$ cat src/rtl/ps2_pkg.sv
// Shared definitions for the PS/2 keyboard receiver and scancode translator.
package ps2_pkg;

    typedef enum logic [1:0] {
        RX_IDLE,
        RX_DATA,
        RX_PARITY,
        RX_STOP
    } rx_state_t;

    localparam logic [7:0] SC_EXT    = 8'hE0;
    localparam logic [7:0] SC_BRK    = 8'hF0;
    localparam logic [7:0] SC_LSHIFT = 8'h12;
    localparam logic [7:0] SC_RSHIFT = 8'h59;
    localparam logic [7:0] SC_CTRL   = 8'h14;
    localparam logic [7:0] SC_F11    = 8'h78;
    localparam logic [7:0] SC_F12    = 8'h07;

    localparam logic [6:0] ASCII_CR    = 7'h0D;
    localparam logic [6:0] ASCII_BS    = 7'h5F;
    localparam logic [6:0] ASCII_ESC   = 7'h1B;
    localparam logic [6:0] ASCII_SPACE = 7'h20;

endpackage

$ cat src/rtl/ps2_rx.sv
// PS/2 frame receiver: synchronisers, clock glitch filter, frame FSM and inactivity timeout.
module ps2_rx #(
    parameter int unsigned FILTER_LEN     = 8,
    parameter int unsigned TIMEOUT_CYCLES = 25000
) (
    input  logic       clk25,
    input  logic       rst_n,
    input  logic       ps2_clk,
    input  logic       ps2_din,
    output logic [7:0] code,
    output logic       code_valid
);
    import ps2_pkg::*;

    localparam int unsigned FW = $clog2(FILTER_LEN + 1);
    localparam int unsigned TW = $clog2(TIMEOUT_CYCLES + 1);

    logic [1:0]    clk_sync;
    logic [1:0]    din_sync;
    logic          clk_filt;
    logic [FW-1:0] filt_cnt;
    logic          fall;
    logic          din_smp;

    rx_state_t     state;
    logic [2:0]    bit_cnt;
    logic [7:0]    shreg;
    logic          par;
    logic [TW-1:0] tmo;

    // Filtered clock only follows the input after FILTER_LEN consecutive differing samples.
    always_ff @(posedge clk25 or negedge rst_n) begin
        if (!rst_n) begin
            clk_sync <= '1;
            din_sync <= '1;
            clk_filt <= 1'b1;
            filt_cnt <= '0;
            fall     <= 1'b0;
            din_smp  <= 1'b1;
        end else begin
            clk_sync <= {clk_sync[0], ps2_clk};
            din_sync <= {din_sync[0], ps2_din};
            fall     <= 1'b0;
            if (clk_sync[1] == clk_filt) begin
                filt_cnt <= '0;
            end else if (filt_cnt == FW'(FILTER_LEN - 1)) begin
                clk_filt <= clk_sync[1];
                filt_cnt <= '0;
                fall     <= ~clk_sync[1];
                din_smp  <= din_sync[1];
            end else begin
                filt_cnt <= filt_cnt + FW'(1);
            end
        end
    end

    always_ff @(posedge clk25 or negedge rst_n) begin
        if (!rst_n) begin
            state      <= RX_IDLE;
            bit_cnt    <= '0;
            shreg      <= '0;
            par        <= 1'b0;
            tmo        <= '0;
            code       <= '0;
            code_valid <= 1'b0;
        end else begin
            code_valid <= 1'b0;
            if (state == RX_IDLE || fall)
                tmo <= '0;
            else
                tmo <= tmo + TW'(1);

            if (state != RX_IDLE && !fall && tmo == TW'(TIMEOUT_CYCLES - 1)) begin
                state <= RX_IDLE;
            end else if (fall) begin
                case (state)
                    RX_IDLE: begin
                        if (!din_smp) begin
                            state   <= RX_DATA;
                            bit_cnt <= '0;
                        end
                    end
                    RX_DATA: begin
                        shreg   <= {din_smp, shreg[7:1]};
                        bit_cnt <= bit_cnt + 3'd1;
                        if (bit_cnt == 3'd7)
                            state <= RX_PARITY;
                    end
                    RX_PARITY: begin
                        par   <= din_smp;
                        state <= RX_STOP;
                    end
                    RX_STOP: begin
                        if (din_smp && (^{shreg, par})) begin
                            code       <= shreg;
                            code_valid <= 1'b1;
                        end
                        state <= RX_IDLE;
                    end
                    default: state <= RX_IDLE;
                endcase
            end
        end
    end

endmodule

$ cat src/rtl/ps2_keyboard.sv
// PS/2 keyboard to CPU register bridge: Set 2 scancode decode, ASCII translation, KBD/KBDCR registers.
module ps2_keyboard #(
    parameter int unsigned FILTER_LEN     = 8,
    parameter int unsigned TIMEOUT_CYCLES = 25000
) (
    input  logic       clk25,
    input  logic       rst_n,
    input  logic       ps2_clk,
    input  logic       ps2_din,
    input  logic       enable,
    input  logic       rd_en,
    input  logic       address,
    output logic [7:0] dout,
    output logic       clr_screen,
    output logic       reset_req
);
    import ps2_pkg::*;

    logic [7:0] code;
    logic       code_valid;
    logic       ext, brk, shift, ctrl, ready;
    logic [7:0] kbd_data;
    logic [7:0] xl;
    logic [6:0] ascii;
    logic       plain_make, char_valid, cpu_read;

    ps2_rx #(
        .FILTER_LEN    (FILTER_LEN),
        .TIMEOUT_CYCLES(TIMEOUT_CYCLES)
    ) u_rx (
        .clk25     (clk25),
        .rst_n     (rst_n),
        .ps2_clk   (ps2_clk),
        .ps2_din   (ps2_din),
        .code      (code),
        .code_valid(code_valid)
    );

    // Result is {hit, ascii}; a clear top bit means the code has no character.
    function automatic logic [7:0] xlate(input logic [7:0] sc, input logic sh);
        logic [7:0] r;
        r = '0;
        case (sc)
            8'h1C: r = {1'b1, 7'h41};
            8'h32: r = {1'b1, 7'h42};
            8'h21: r = {1'b1, 7'h43};
            8'h23: r = {1'b1, 7'h44};
            8'h24: r = {1'b1, 7'h45};
            8'h2B: r = {1'b1, 7'h46};
            8'h34: r = {1'b1, 7'h47};
            8'h33: r = {1'b1, 7'h48};
            8'h43: r = {1'b1, 7'h49};
            8'h3B: r = {1'b1, 7'h4A};
            8'h42: r = {1'b1, 7'h4B};
            8'h4B: r = {1'b1, 7'h4C};
            8'h3A: r = {1'b1, 7'h4D};
            8'h31: r = {1'b1, 7'h4E};
            8'h44: r = {1'b1, 7'h4F};
            8'h4D: r = {1'b1, 7'h50};
            8'h15: r = {1'b1, 7'h51};
            8'h2D: r = {1'b1, 7'h52};
            8'h1B: r = {1'b1, 7'h53};
            8'h2C: r = {1'b1, 7'h54};
            8'h3C: r = {1'b1, 7'h55};
            8'h2A: r = {1'b1, 7'h56};
            8'h1D: r = {1'b1, 7'h57};
            8'h22: r = {1'b1, 7'h58};
            8'h35: r = {1'b1, 7'h59};
            8'h1A: r = {1'b1, 7'h5A};
            8'h45: r = {1'b1, sh ? 7'h29 : 7'h30};
            8'h16: r = {1'b1, sh ? 7'h21 : 7'h31};
            8'h1E: r = {1'b1, sh ? 7'h40 : 7'h32};
            8'h26: r = {1'b1, sh ? 7'h23 : 7'h33};
            8'h25: r = {1'b1, sh ? 7'h24 : 7'h34};
            8'h2E: r = {1'b1, sh ? 7'h25 : 7'h35};
            8'h36: r = {1'b1, sh ? 7'h5E : 7'h36};
            8'h3D: r = {1'b1, sh ? 7'h26 : 7'h37};
            8'h3E: r = {1'b1, sh ? 7'h2A : 7'h38};
            8'h46: r = {1'b1, sh ? 7'h28 : 7'h39};
            8'h0E: r = {1'b1, sh ? 7'h7E : 7'h60};
            8'h4E: r = {1'b1, sh ? 7'h5F : 7'h2D};
            8'h55: r = {1'b1, sh ? 7'h2B : 7'h3D};
            8'h54: r = {1'b1, sh ? 7'h7B : 7'h5B};
            8'h5B: r = {1'b1, sh ? 7'h7D : 7'h5D};
            8'h5D: r = {1'b1, sh ? 7'h7C : 7'h5C};
            8'h4C: r = {1'b1, sh ? 7'h3A : 7'h3B};
            8'h52: r = {1'b1, sh ? 7'h22 : 7'h27};
            8'h41: r = {1'b1, sh ? 7'h3C : 7'h2C};
            8'h49: r = {1'b1, sh ? 7'h3E : 7'h2E};
            8'h4A: r = {1'b1, sh ? 7'h3F : 7'h2F};
            8'h5A: r = {1'b1, ASCII_CR};
            8'h66: r = {1'b1, ASCII_BS};
            8'h76: r = {1'b1, ASCII_ESC};
            8'h29: r = {1'b1, ASCII_SPACE};
            default: r = '0;
        endcase
        return r;
    endfunction

    always_comb begin
        xl    = xlate(code, shift);
        ascii = xl[6:0];
        // Only letter keys translate into the A..Z range, so the range test identifies them.
        if (ctrl && ascii >= 7'h41 && ascii <= 7'h5A)
            ascii = ascii & 7'h1F;
        plain_make = code_valid && code != SC_EXT && code != SC_BRK && !ext && !brk;
        char_valid = plain_make && xl[7];
        cpu_read   = enable && rd_en && !address;
    end

    always_ff @(posedge clk25 or negedge rst_n) begin
        if (!rst_n) begin
            ext        <= 1'b0;
            brk        <= 1'b0;
            shift      <= 1'b0;
            ctrl       <= 1'b0;
            ready      <= 1'b0;
            kbd_data   <= '0;
            clr_screen <= 1'b0;
            reset_req  <= 1'b0;
        end else begin
            clr_screen <= plain_make && code == SC_F11;
            reset_req  <= plain_make && code == SC_F12;

            if (code_valid) begin
                if (code == SC_EXT) begin
                    ext <= 1'b1;
                end else if (code == SC_BRK) begin
                    brk <= 1'b1;
                end else begin
                    ext <= 1'b0;
                    brk <= 1'b0;
                    if (!ext && (code == SC_LSHIFT || code == SC_RSHIFT))
                        shift <= ~brk;
                    if (code == SC_CTRL)
                        ctrl <= ~brk;
                end
            end

            if (char_valid && (!ready || cpu_read)) begin
                kbd_data <= {1'b1, ascii};
                ready    <= 1'b1;
            end else if (cpu_read) begin
                ready <= 1'b0;
            end
        end
    end

    always_comb dout = address ? {ready, 7'b0} : kbd_data;

endmodule
$ cat config.mk
export PLATFORM = sky130hd
export DESIGN_NAME = ps2_keyboard
export DESIGN_NICKNAME = d
export VERILOG_FILES = /design/src/rtl/ps2_pkg.sv /design/src/rtl/ps2_rx.sv /design/src/rtl/ps2_keyboard.sv
export SDC_FILE = /design/constraint.sdc
export NUM_CORES = 1
export LEC_CHECK = 0
export ABC_AREA = 0
export CORE_ASPECT_RATIO = 1.1
export CORE_MARGIN = 8
export CORE_UTILIZATION = 50
export CTS_BUF_LIST = sky130_fd_sc_hd__clkbuf_4 sky130_fd_sc_hd__clkbuf_8 sky130_fd_sc_hd__clkbuf_16
export DETAILED_ROUTE_END_ITERATION = 12
export PLACE_DENSITY_LB_ADDON = 0.3
export SETUP_SLACK_MARGIN = 0.2
export SLEW_MARGIN = 10
export SYNTH_ARGS = -nofsm -noshare
export SYNTH_HDL_FRONTEND = slang
export SYNTH_HIERARCHICAL = 1
export SYNTH_SLANG_ARGS = --single-unit
$ cat constraint.sdc
create_clock -name clk25 -period 3.1 [get_ports clk25]
set_clock_uncertainty 0.1 [all_clocks]
set_input_delay 0.93 -clock clk25 [delete_from_list [all_inputs] [get_ports clk25]]
set_output_delay 0.93 -clock clk25 [all_outputs]
set_load 0.02 [all_outputs]
# Word level (Yosys, flattened, before mapping)
# Cells that the tools add are included.
# W data, S select, Z words.
# word_totals
inputBits,7
output_inout_bits,10
memories,0
mem_bits_ro,0
elab_cells,188
ramBits,0
latch_bits,0
ff_bits,64
# op_classes
div,0
bitwise_logic,6
n_eq_ne,71
reduce_logical,40
muxes,45
add_sub_neg,3
n_lt_le_gt_ge,2
shifts,0
mul,0
# op_table
cell,count
$pmux W8 S51,1
$eq A8 B6 Y1 const B,23
$eq A8 B7 Y1 const B,22
$eq A8 B5 Y1 const B,9
$mux W5,13
$mux W7,4
$mux W6,3
$eq A8 B8 Y1 const B,2
$logic_and A1 B1 Y1,16
$ne A8 B8 Y1 const B,2
$reduce_and A4 Y1,4
$add A15 B1 Y15 const B,1
$eq A15 B15 Y1 const B,1
$mux W15,1
$mux W1,12
$reduce_and A3 Y1,3
$reduce_xor A9 Y1,1
$eq A8 B3 Y1 const B,1
$eq A8 B4 Y1 const B,1
$mux W2,4
$mux W4,2
$mux W8,1
$pmux W2 S4,1
$reduce_bool A2 Y1,4
19 further kinds,35

# Longest topological paths before layout
# Gate-level depths: netlist (run 1).
# depth
depth_word,8
ltp_mapped,12
depth_no_buf,8

# Cells and area by module
# Netlist (run 1), hierarchy kept.
# modules_own_cells
mod,cells_each,instances,seq_area_each_um2,area_each_um2
ps2_rx,178,1,1233.7,2165.8
ps2_keyboard,260,1,375.4,2026.9

# Least setup slack after synthesis (run 1)
# Ideal clock, no wire load.
# synth_path
kind,reg2reg
start,reg u_rx.code[4]
end,reg kbd_data[2]
stages_incl_launch_ff,9
period_less_slack_ps,2521
t_required_ps,2872
setup_slack_ps,579
setup_time_ps,128
arrival_ps,2293
n_path_buf,1
path_cell_list,dfrtp_1 or4b_4 a2111oi_4 a211oi_2 nor3b_2 a41oi_2 and2_4 buf_6 mux2_1
# synth_between
elab_chain_cells,7
word_cells_on_any_way,61
cone_classes,53 x eq/ne; 2 x mux; 6 x reduce/logical
# synth_rtl
element,line_no,source
from (decl),ps2_rx.sv:10,"output logic [7:0] code,"
from (signal assigned),ps2_rx.sv:95,code <= shreg;
"parallel branches: the longest is 7 deep, another holds $pmux W8 S51",-,
to (signal assigned),ps2_keyboard.sv:141,"kbd_data <= {1'b1, ascii};"
to (decl),ps2_keyboard.sv:22,logic [7:0] kbd_data;
# Several ways; the timed one is not identified.
# A chain may end at the register's enable or synchronous reset.

# Worst setup path in the final report (run 1)
# layout_path
start,reg u_rx.code[7]
end,reg kbd_data[6]
# layout_between
elab_chain_cells,7
word_cells_on_any_way,65
cone_classes,2 x order compare; 53 x eq/ne; 2 x mux; 8 x reduce/logical
# layout_rtl
element
"parallel branches: the longest is 7 deep, another holds $ge A7 B7 Y1"
# Several ways; the timed one is not identified.

==> impl_metrics.env, run 1 <==
export IMPL_status="completed"
export IMPL_placedCellCount=570
export IMPL_start_util_pct=50.7
export IMPL_grt_util_all_layers_pct=19.5
export IMPL_post_dp_cell_area_um2=4610
export IMPL_grt_pass1_wl_mm=17.9
export IMPL_cts_clk_slew_worst_paths_ps=80
export IMPL_cts_htree_levels=3
export IMPL_endpoint_kind="flip-flop"
export IMPL_cts_root_buf="clkbuf_8"
export IMPL_fin_crit_sh_pct=92.2
export IMPL_ys_types=79
export IMPL_die_h_um=112
export IMPL_clock_fmax_mhz=350
export IMPL_period_needed_ps=2860
export IMPL_finalHoldViolCount=0
export IMPL_cts_sinks=64
export IMPL_die_area_um2=11600
export IMPL_viasPerCell=6.17
export IMPL_synth_seq_cells=64
export IMPL_mostFrequentLayoutCell="dfrtp_1"
export IMPL_cts_tree="built"
export IMPL_synth_edf_count=0
export IMPL_grt_max_degree=65
export IMPL_tightest_slew_ps=590
export IMPL_fin_cells=592
export IMPL_yosysWarnings=6
export IMPL_grt_overflow=0
export IMPL_worstPathMaxFanout=17
export IMPL_ant_nets=0
export IMPL_hold_path_class="flip-flop to flip-flop"
export IMPL_ir_drop_mv=0.363
export IMPL_cp_required_ps=3270
export IMPL_setup_viol=0
export IMPL_power_density_nw_per_um2=337
export IMPL_die_w_um=103
export IMPL_num_rows=35
export IMPL_hpwl_mm=8.05
export IMPL_wl_per_cell_um=18.6
export IMPL_cp_start_kind="flip-flop"
export IMPL_synth_area_leaders="dfrtp_1 (35%), mux2_2 (5.6%), dfstp_2 (3.8%)"
export IMPL_r2r_slack_ps=240
export IMPL_clkLatencyLatePin_ps=350
export IMPL_power_mw=1.64
export IMPL_slew_headroom_pct=60.6
export IMPL_antenna_found_initial=0
export IMPL_place_gp_congestion=0.974
export IMPL_io_pins=17
export IMPL_cts_hold_buf=0
export IMPL_final_nets=491
export IMPL_cts_buffers=9
export IMPL_synthesis_nets=453
export IMPL_clockBufferDepth=2
export IMPL_design_area_um2=4870
export IMPL_num_vias=3652
export IMPL_synth_flop_cell="dfrtp_1"
export IMPL_yosys_area_top_type="dfrtp_1"
export IMPL_synth_avg_cell_area_um2=9.57
export IMPL_crit_type="flip-flop to flip-flop"
export IMPL_rsz0062_at_grt="true"
export IMPL_most_common_layout_cells="dfrtp_1 (53), nor2_1 (35), buf_4 (34)"
export IMPL_syn_area_um2=4190
export IMPL_synth_top_cell_area_share_pct=34.6
export IMPL_synth_cells=438
export IMPL_first_pass_iters=5
export IMPL_layout_drive_gt1_share_pct=22.9
export IMPL_core_um2=8280
export IMPL_setup_slack_ps=242
export IMPL_synthToLayoutAreaGrowth_pct=16.2
export IMPL_port_buffer_count=16
export IMPL_preCtsSetupSlack_ps=-400
export IMPL_diodes=0
export IMPL_drc=0
export IMPL_grt_pass1_vias=3640
export IMPL_cp_arrival_ps=3030
export IMPL_cap_violations=0
export IMPL_p_leak_nw=1.98
export IMPL_final_max_slew_viol_count=0
export IMPL_routed_wirelength_mm=11.0
export IMPL_fin_hold_ws_ps=258
export IMPL_seq_area_frac_synth_pct=38.4
export IMPL_drt_iter0_drc=402
export IMPL_synthArstFlopShare_pct=100
[routing by layer]
layer	wire length, um	GRT usage [%]	part of all wire (%)
met4	381	10.1	3.5
met2	5560	32.6	50
met5	0	0	0
met3	653	3.90	5.9
met1	4430	22.7	40
[worst max-delay path, cell delays in order, from the launching register on]
cell,delay [ps]
dfrtp_2,520
or4b_4,610
buf_12,160
buf_4,140
or3_1,340
o2111ai_1,90
or4_1,240
a21oi_1,90
or3_1,320
a31oi_1,160
[final cells by class]
cell class              instances  area, um2
clock buffers                  10        138
clock inverters                 6       45.0
fillers                       694       3410
inverters                      10       37.5
multi-input cells             337       2420
flip-flops and latches         64       1620
well taps                     111        139
repair buffers                 54        480
[synthesized netlist by cell type (all sizes together) (2+ instances only)]
cell,instances
o31ai,5
a2111oi,3
and3,6
a31oi,6
or2,3
mux2,23
o22ai,6
or4b,4
ha,8
nand2,23
a211oi,4
o2bb2ai,3
dfrtp,58
a21oi,19
o21ai,19
nor4b,6
buf,21
or3,13
dfstp,6
nor2b,13
o211ai,3
or3b,2
nand2b,11
a21boi,2
inv,9
clkbuf,7
or4,2
nor3b,7
a32o,2
nand4,6
nor4,6
xor2,6
a41oi,4
nor3,16
mux2i,5
nor2,36
nand3,15
xnor2,15
and2,2
nand4bb,5
nand4b,6
a22o,2
[worst paths after layout]
| path | from | end | depth (start not counted) |
|---|---|---|---|
| max in group asynchronous | rst_n | u_rx/din_sync[0]$_DFF_PN1_ | 2 |
| min in group asynchronous | rst_n | kbd_data[1]$_DFFE_PN0P_ | 2 |
| worst max-delay path | u_rx/code[7]$_DFFE_PN0P_ | kbd_data[6]$_DFFE_PN0P_ | 9 |
| worst min register to register | u_rx/din_sync[0]$_DFF_PN1_ | u_rx/din_sync[1]$_DFF_PN1_ | 0 |
| worst max register to register | u_rx/code[7]$_DFFE_PN0P_ | kbd_data[6]$_DFFE_PN0P_ | 9 |
| worst min-delay path | u_rx/din_sync[0]$_DFF_PN1_ | u_rx/din_sync[1]$_DFF_PN1_ | 0 |
[report_power, final]
part | total (mW) | switching, mW | internal, mW
sequential | 0.895 | 0.0246 | 0.871
combinational | 0.0856 | 0.0466 | 0.0390
clock | 0.662 | 0.350 | 0.312
total | 1.64 | 0.421 | 1.22
[cell families after synthesis]
| family | share of synthesized area [%] |
|---|---|
| AND/OR/NAND/NOR | 26.9 |
| AO/OA/AOI/OAI | 15.5 |
| flip-flops | 38.4 |
| buffers and inverters | 4.54 |
| multiplexers | 7.67 |
| XOR/XNOR | 4.57 |
| adder cells (fa/ha/maj) | 2.39 |
[through the flow]
step                      setup TNS [ps]  utilization, %
after CTS                              0            57.8
final                                  0            58.9
after floorplan                        0               -
after global placement             -1600            55.7
after global routing                   0            58.9
after detailed placement           -1700            55.7
[repair_timing]
| item | in CTS | in global routing |
|---|---|---|
| setup buffers | 0 | 4 |
| gates resized for setup | 12 | 9 |
| pin swaps | 0 | 5 |
| hold endpoints to repair | 0 | 0 |
| endpoints found under the setup margin | 12 | 7 |
| cloned | 0 | 2 |
[registers in the layout, indices dropped and copies added, names as in the netlist, 2 cells and up]
register and cells:
u_rx/clk_sync 2, u_rx/filt_cnt 4, u_rx/bit_cnt 3, u_rx/state 2, u_rx/din_sync 2, u_rx/shreg 8, u_rx/tmo 15, kbd_data 8
u_rx/code 8
No activity file was read; power rests on OpenSTA's default activity.
==> run 2: changes to the inputs <==
Settings changed: CORE_UTILIZATION 50 to 55, GPL_TIMING_DRIVEN set to 0.
Clock period 3.1 ns to 2.79 ns, I/O delays scaled along.
==> impl_metrics.env, run 2 (same netlist as run 1, synthesis figures left out) <==
export IMPL_status="completed"
export IMPL_finalHoldViolCount=0
export IMPL_endpoint_kind="flip-flop"
export IMPL_cts_root_buf="clkbuf_8"
export IMPL_ant_nets=0
export IMPL_cp_start_kind="flip-flop"
export IMPL_r2r_start="u_rx/code[4]$_DFFE_PN0P_"
export IMPL_most_common_layout_cells="dfrtp_1 (54), buf_4 (41), nor2_1 (32)"
export IMPL_clkLatencyLatePin_ps=340
export IMPL_routed_wirelength_mm=11.3
export IMPL_placedCellCount=541
export IMPL_clockBufferDepth=2
export IMPL_highest_signal_layer="met4"
export IMPL_crit_type="flip-flop to flip-flop"
export IMPL_startpoint="u_rx/code[4]$_DFFE_PN0P_"
export IMPL_die_h_um=108
export IMPL_cap_violations=0
export IMPL_worstPathMaxFanout=7
export IMPL_diodes=0
export IMPL_p_leak_nw=2.12
export IMPL_cts_htree_levels=3
export IMPL_hold_path_class="flip-flop to flip-flop"
export IMPL_grt_overflow=0
export IMPL_met3_wirelength_um=631
export IMPL_wl_per_cell_um=19.3
export IMPL_grt_pass1_vias=3624
export IMPL_cts_hold_buf=0
export IMPL_port_buffer_count=16
export IMPL_drc=0
export IMPL_rsz0062_at_grt="true"
export IMPL_fin_cells=587
export IMPL_die_area_um2=10700
export IMPL_first_pass_iters=5
export IMPL_setup_viol=0
export IMPL_grt_max_degree=65
export IMPL_final_nets=511
export IMPL_tightest_slew_ps=777
export IMPL_top_register="u_rx/tmo"
export IMPL_cts_tree="built"
export IMPL_cts_clk_slew_worst_paths_ps=70
export IMPL_setup_tns_ps=0
export IMPL_power_density_nw_per_um2=350
export IMPL_grt_util_all_layers_pct=21.6
export IMPL_hold_depth=0
export IMPL_clock_fmax_mhz=376
export IMPL_cts_sinks=64
export IMPL_viasPerCell=6.41
export IMPL_setup_slack_ps=132
export IMPL_holdCritStartpoint="u_rx/din_sync[0]$_DFF_PN1_"
export IMPL_holdPathEnd="u_rx/din_sync[1]$_DFF_PN1_"
export IMPL_wl_met2_mm=5.45
export IMPL_place_gp_congestion=0.939
export IMPL_slew_headroom_pct=48.2
export IMPL_grt_pass1_wl_mm=18.2
export IMPL_cts_buffers=9
export IMPL_core_um2=7430
export IMPL_fin_crit_sh_pct=95.3
export IMPL_m1WireLength_mm=4.63
export IMPL_preCtsSetupSlack_ps=-542
export IMPL_start_util_pct=56.4
export IMPL_regToRegEndpoint="kbd_data[2]$_DFFE_PN0P_"
export IMPL_final_max_slew_viol_count=0
export IMPL_design_area_um2=5130
export IMPL_num_rows=33
export IMPL_largest_register_ffs=15
export IMPL_cp_arrival_ps=2790
export IMPL_post_dp_cell_area_um2=4460
export IMPL_r2r_slack_ps=130
export IMPL_fin_hold_ws_ps=259
export IMPL_synthToLayoutAreaGrowth_pct=22.3
export IMPL_mostFrequentLayoutCell="dfrtp_1"
export IMPL_io_pins=17
export IMPL_period_needed_ps=2660
export IMPL_drt_iter0_drc=216
export IMPL_cp_required_ps=2920
export IMPL_power_mw=1.80
export IMPL_hpwl_mm=7.89
export IMPL_antenna_found_initial=0
export IMPL_fin_util_pct=69.0
export IMPL_ir_drop_mv=0.469
export IMPL_layout_drive_gt1_share_pct=30.0
export IMPL_num_vias=3765
export IMPL_die_w_um=99.2
export IMPL_worstRegToRegCells=9
==> run 2: cell types whose count changed in the layout (fill, tap and decap cells not counted), moves of 3 or more <==
cell / previous run / this run
nor3_1: 14 / 11
buf_4: 34 / 41
clkbuf_1: 0 / 5
nor4b_4: 0 / 3
clkbuf_2: 0 / 3
mux2_4: 0 / 3
buf_6: 0 / 7
nor2_1: 35 / 32
buf_12: 3 / 0
==> run 2: layout make-up <==
cell class	count	area, um2
sequential	64	1610
timing repair buffer	47	379
inverter	10	38.8
clock inverter	3	17.5
buffer	28	205
tap	87	109
fill	561	2310
clock buffer	12	159
multi-input combinational	336	2600
==> run 2: worst max path at each step <==
stage	endpoint	slack (ps)	cells after the start
after detailed placement	dout[7]	-540	3
after global placement	kbd_data[2]$_DFFE_PN0P_	-1120	1
final	kbd_data[2]$_DFFE_PN0P_	130	9
after floorplan	kbd_data[2]$_DFFE_PN0P_	270	8
after CTS	dout[7]	70	3
after global routing	kbd_data[2]$_DFFE_PN0P_	40	9
==> run 2: timing repair <==
| item | CTS | global route |
|---|---|---|
| endpoints found under the setup margin | 17 | 9 |
| setup buffers | 27 | 4 |
| pin swaps | 17 | 5 |
| endpoints found under the hold margin | 0 | 0 |
| gates resized for setup | 66 | 17 |
==> run 2: routing by layer <==
metal / vias to the layer above / global-route usage [%]
li1: 1753 / -
met1: 1825 / 25.3
met2: 141 / 34.9
met3: 46 / 4.33
met4: 0 / 15.4
met5: - / 0
==> run 2: critical path, stage by stage, from the launching register on <==
cell and delay, ps:
dfrtp_1 400, buf_6 140, or4b_4 540, a211oi_4 270, a31oi_1 100, o311a_1 180, a41oi_2 230, and2_4 180
buf_6 120, mux2_4 290
==> run 2: power breakdown <==
group          internal, mW  switching [mW]  total (mW)
combinational        0.0411          0.0521      0.0931
clock                 0.373           0.337       0.710
sequential            0.968          0.0259       0.994
==> run 3: changes to the inputs <==
Settings changed: MAX_ROUTING_LAYER set to met4.
==> impl_metrics.env, run 3 (same netlist as run 1, synthesis figures left out) <==
export IMPL_post_dp_cell_area_um2=4460
export IMPL_grt_util_all_layers_pct=24.0
export IMPL_crit_type="flip-flop to flip-flop"
export IMPL_clkLatencyLatePin_ps=340
export IMPL_placedCellCount=541
export IMPL_cp_start_kind="flip-flop"
export IMPL_drc=0
export IMPL_multi_input_area_um2=2620
export IMPL_fin_crit_sh_pct=96.7
export IMPL_cts_sinks=64
export IMPL_routed_wirelength_mm=12.5
export IMPL_final_nets=522
export IMPL_drt_iter0_drc=297
export IMPL_num_rows=33
export IMPL_place_gp_congestion=1.00
export IMPL_critPathMaxStageDelay_ps=550
export IMPL_design_area_um2=5350
export IMPL_most_common_layout_cells="dfrtp_1 (54), buf_4 (49), nor2_1 (35)"
export IMPL_die_h_um=108
export IMPL_rsz0062_at_grt="true"
export IMPL_cts_tree="built"
export IMPL_grt_pass1_wl_mm=19.6
export IMPL_r2r_start="u_rx/code[4]$_DFFE_PN0P_"
export IMPL_cap_violations=0
export IMPL_holdCritStartpoint="u_rx/din_sync[0]$_DFF_PN1_"
export IMPL_status="completed"
export IMPL_cts_htree_levels=3
export IMPL_die_w_um=99.2
export IMPL_critPathTopFamily="simple AND/OR/NAND/NOR gates"
export IMPL_clock_fmax_mhz=371
export IMPL_mostFrequentLayoutCell="dfrtp_1"
export IMPL_fin_cells=599
export IMPL_power_density_nw_per_um2=374
export IMPL_ir_drop_mv=0.528
export IMPL_timing_critical_path_buf_inv=2
export IMPL_ant_nets=0
export IMPL_port_buffer_count=16
export IMPL_io_pins=17
export IMPL_path_cells="buf_6, or4b_4, a211oi_4, a31oi_1, o311a_1, a41oi_2, and2_4, buf_8, mux2_1"
export IMPL_finalHoldViolCount=0
export IMPL_preCtsSetupSlack_ps=-663
export IMPL_grt_pass1_vias=3791
export IMPL_cts_root_buf="clkbuf_8"
export IMPL_grt_overflow=0
export IMPL_cts_clk_slew_worst_paths_ps=70
export IMPL_fillCellCount=560
export IMPL_first_pass_iters=5
export IMPL_largest_register_ffs=15
export IMPL_cp_required_ps=2910
export IMPL_final_max_slew_viol_count=0
export IMPL_num_vias=3957
export IMPL_core_um2=7430
export IMPL_cts_hold_buf=0
export IMPL_grt_max_degree=65
export IMPL_top_register="u_rx/tmo"
export IMPL_regArea_um2=1610
export IMPL_synthToLayoutAreaGrowth_pct=27.6
export IMPL_p_leak_nw=2.23
export IMPL_layout_drive_gt1_share_pct=31.4
export IMPL_period_needed_ps=2700
export IMPL_clockBufferDepth=2
export IMPL_tightest_slew_ps=765
export IMPL_setup_tns_ps=0
export IMPL_die_area_um2=10700
export IMPL_startpoint="u_rx/code[4]$_DFFE_PN0P_"
export IMPL_diodes=0
export IMPL_cts_buffers=9
export IMPL_setup_slack_ps=92.4
export IMPL_cp_arrival_ps=2820
export IMPL_hpwl_mm=8.46
export IMPL_wl_per_cell_um=20.9
export IMPL_worstPathMaxFanout=8
export IMPL_start_util_pct=56.4
export IMPL_viasPerCell=6.61
export IMPL_slew_headroom_pct=49.0
export IMPL_hold_path_class="flip-flop to flip-flop"
export IMPL_endpoint_kind="flip-flop"
export IMPL_cp_slowest_cell="or4b_4"
export IMPL_setup_viol=0
export IMPL_antenna_found_initial=0
## run 3: changes by cell type in the layout (fill, tap and decap cells not counted), moves of 3 or more
cell and change:
buf_8 +3, buf_2 -3, nor2_1 +3, nor2_2 -3
buf_4 +8
## run 3: worst register-to-register path: stages (launching register included)
cell      delay [ps]
dfrtp_1          420
buf_6            150
or4b_4           550
a211oi_4         250
a31oi_1           90
o311a_1          170
a41oi_2          230
and2_4           190
buf_8            120
mux2_1           320
## run 3: layer usage
metal / vias to the layer above / share of wire (%) / global-route usage (%) / routed length, um
met5: - / 0 / - / 0
met4: 0 / 5.3 / 13.2 / 658
met3: 71 / 6.2 / 4.40 / 783
met2: 202 / 51 / 40.0 / 6370
met1: 1911 / 38 / 26.7 / 4720
li1: 1773 / - / - / -
## run 3: timing repair
item	in CTS	in global routing
gates cloned	0	0
pin swaps	12	16
setup buffers	24	18
resized for setup	63	35
setup endpoints to repair	17	8
## run 3: path summary, 6_finish.rpt
| path | end | slack [ps] | cells after the start |
|---|---|---|---|
| max in group asynchronous | u_rx/code[7]$_DFFE_PN0P_ | 1580 | 1 |
| min in group asynchronous | u_rx/filt_cnt[3]$_DFF_PN0_ | 470 | 1 |
| min reg2reg | u_rx/din_sync[1]$_DFF_PN1_ | 260 | 0 |
| max reg2reg | kbd_data[2]$_DFFE_PN0P_ | 90 | 9 |
| max | kbd_data[2]$_DFFE_PN0P_ | 90 | 9 |
| min | u_rx/din_sync[1]$_DFF_PN1_ | 260 | 0 |
## run 3: stage by stage
| step | hold WS (ps) | power [mW] | util (%) |
|---|---|---|---|
| CTS | 261 | 2.02 | 68.3 |
| detailed placement | 250 | 1.11 | 60.0 |
| floorplan | 245 | 1.06 | - |
| global route | 264 | 2.08 | 72.0 |
| global placement | 250 | 1.10 | 60.0 |
| finish | 260 | 2.00 | 72.0 |
## run 3: power breakdown
group	switching, mW	internal, mW	total (mW)	leakage (nW)
sequential	0.0296	0.968	0.997	0.864
clock	0.355	0.550	0.906	0.119
combinational	0.0540	0.0420	0.0959	1.24
## run 3: cell type report
| cell class | instances | area share (%) |
|---|---|---|
| multi-input cells | 336 | 48.9 |
| clock inverters | 5 | 1.47 |
| well taps | 87 | 2.03 |
| inverters | 10 | 0.725 |
| flip-flops and latches | 64 | 30.2 |
| clock buffers | 11 | 2.83 |
| repair buffers | 58 | 9.21 |
| plain buffers | 28 | 4.65 |
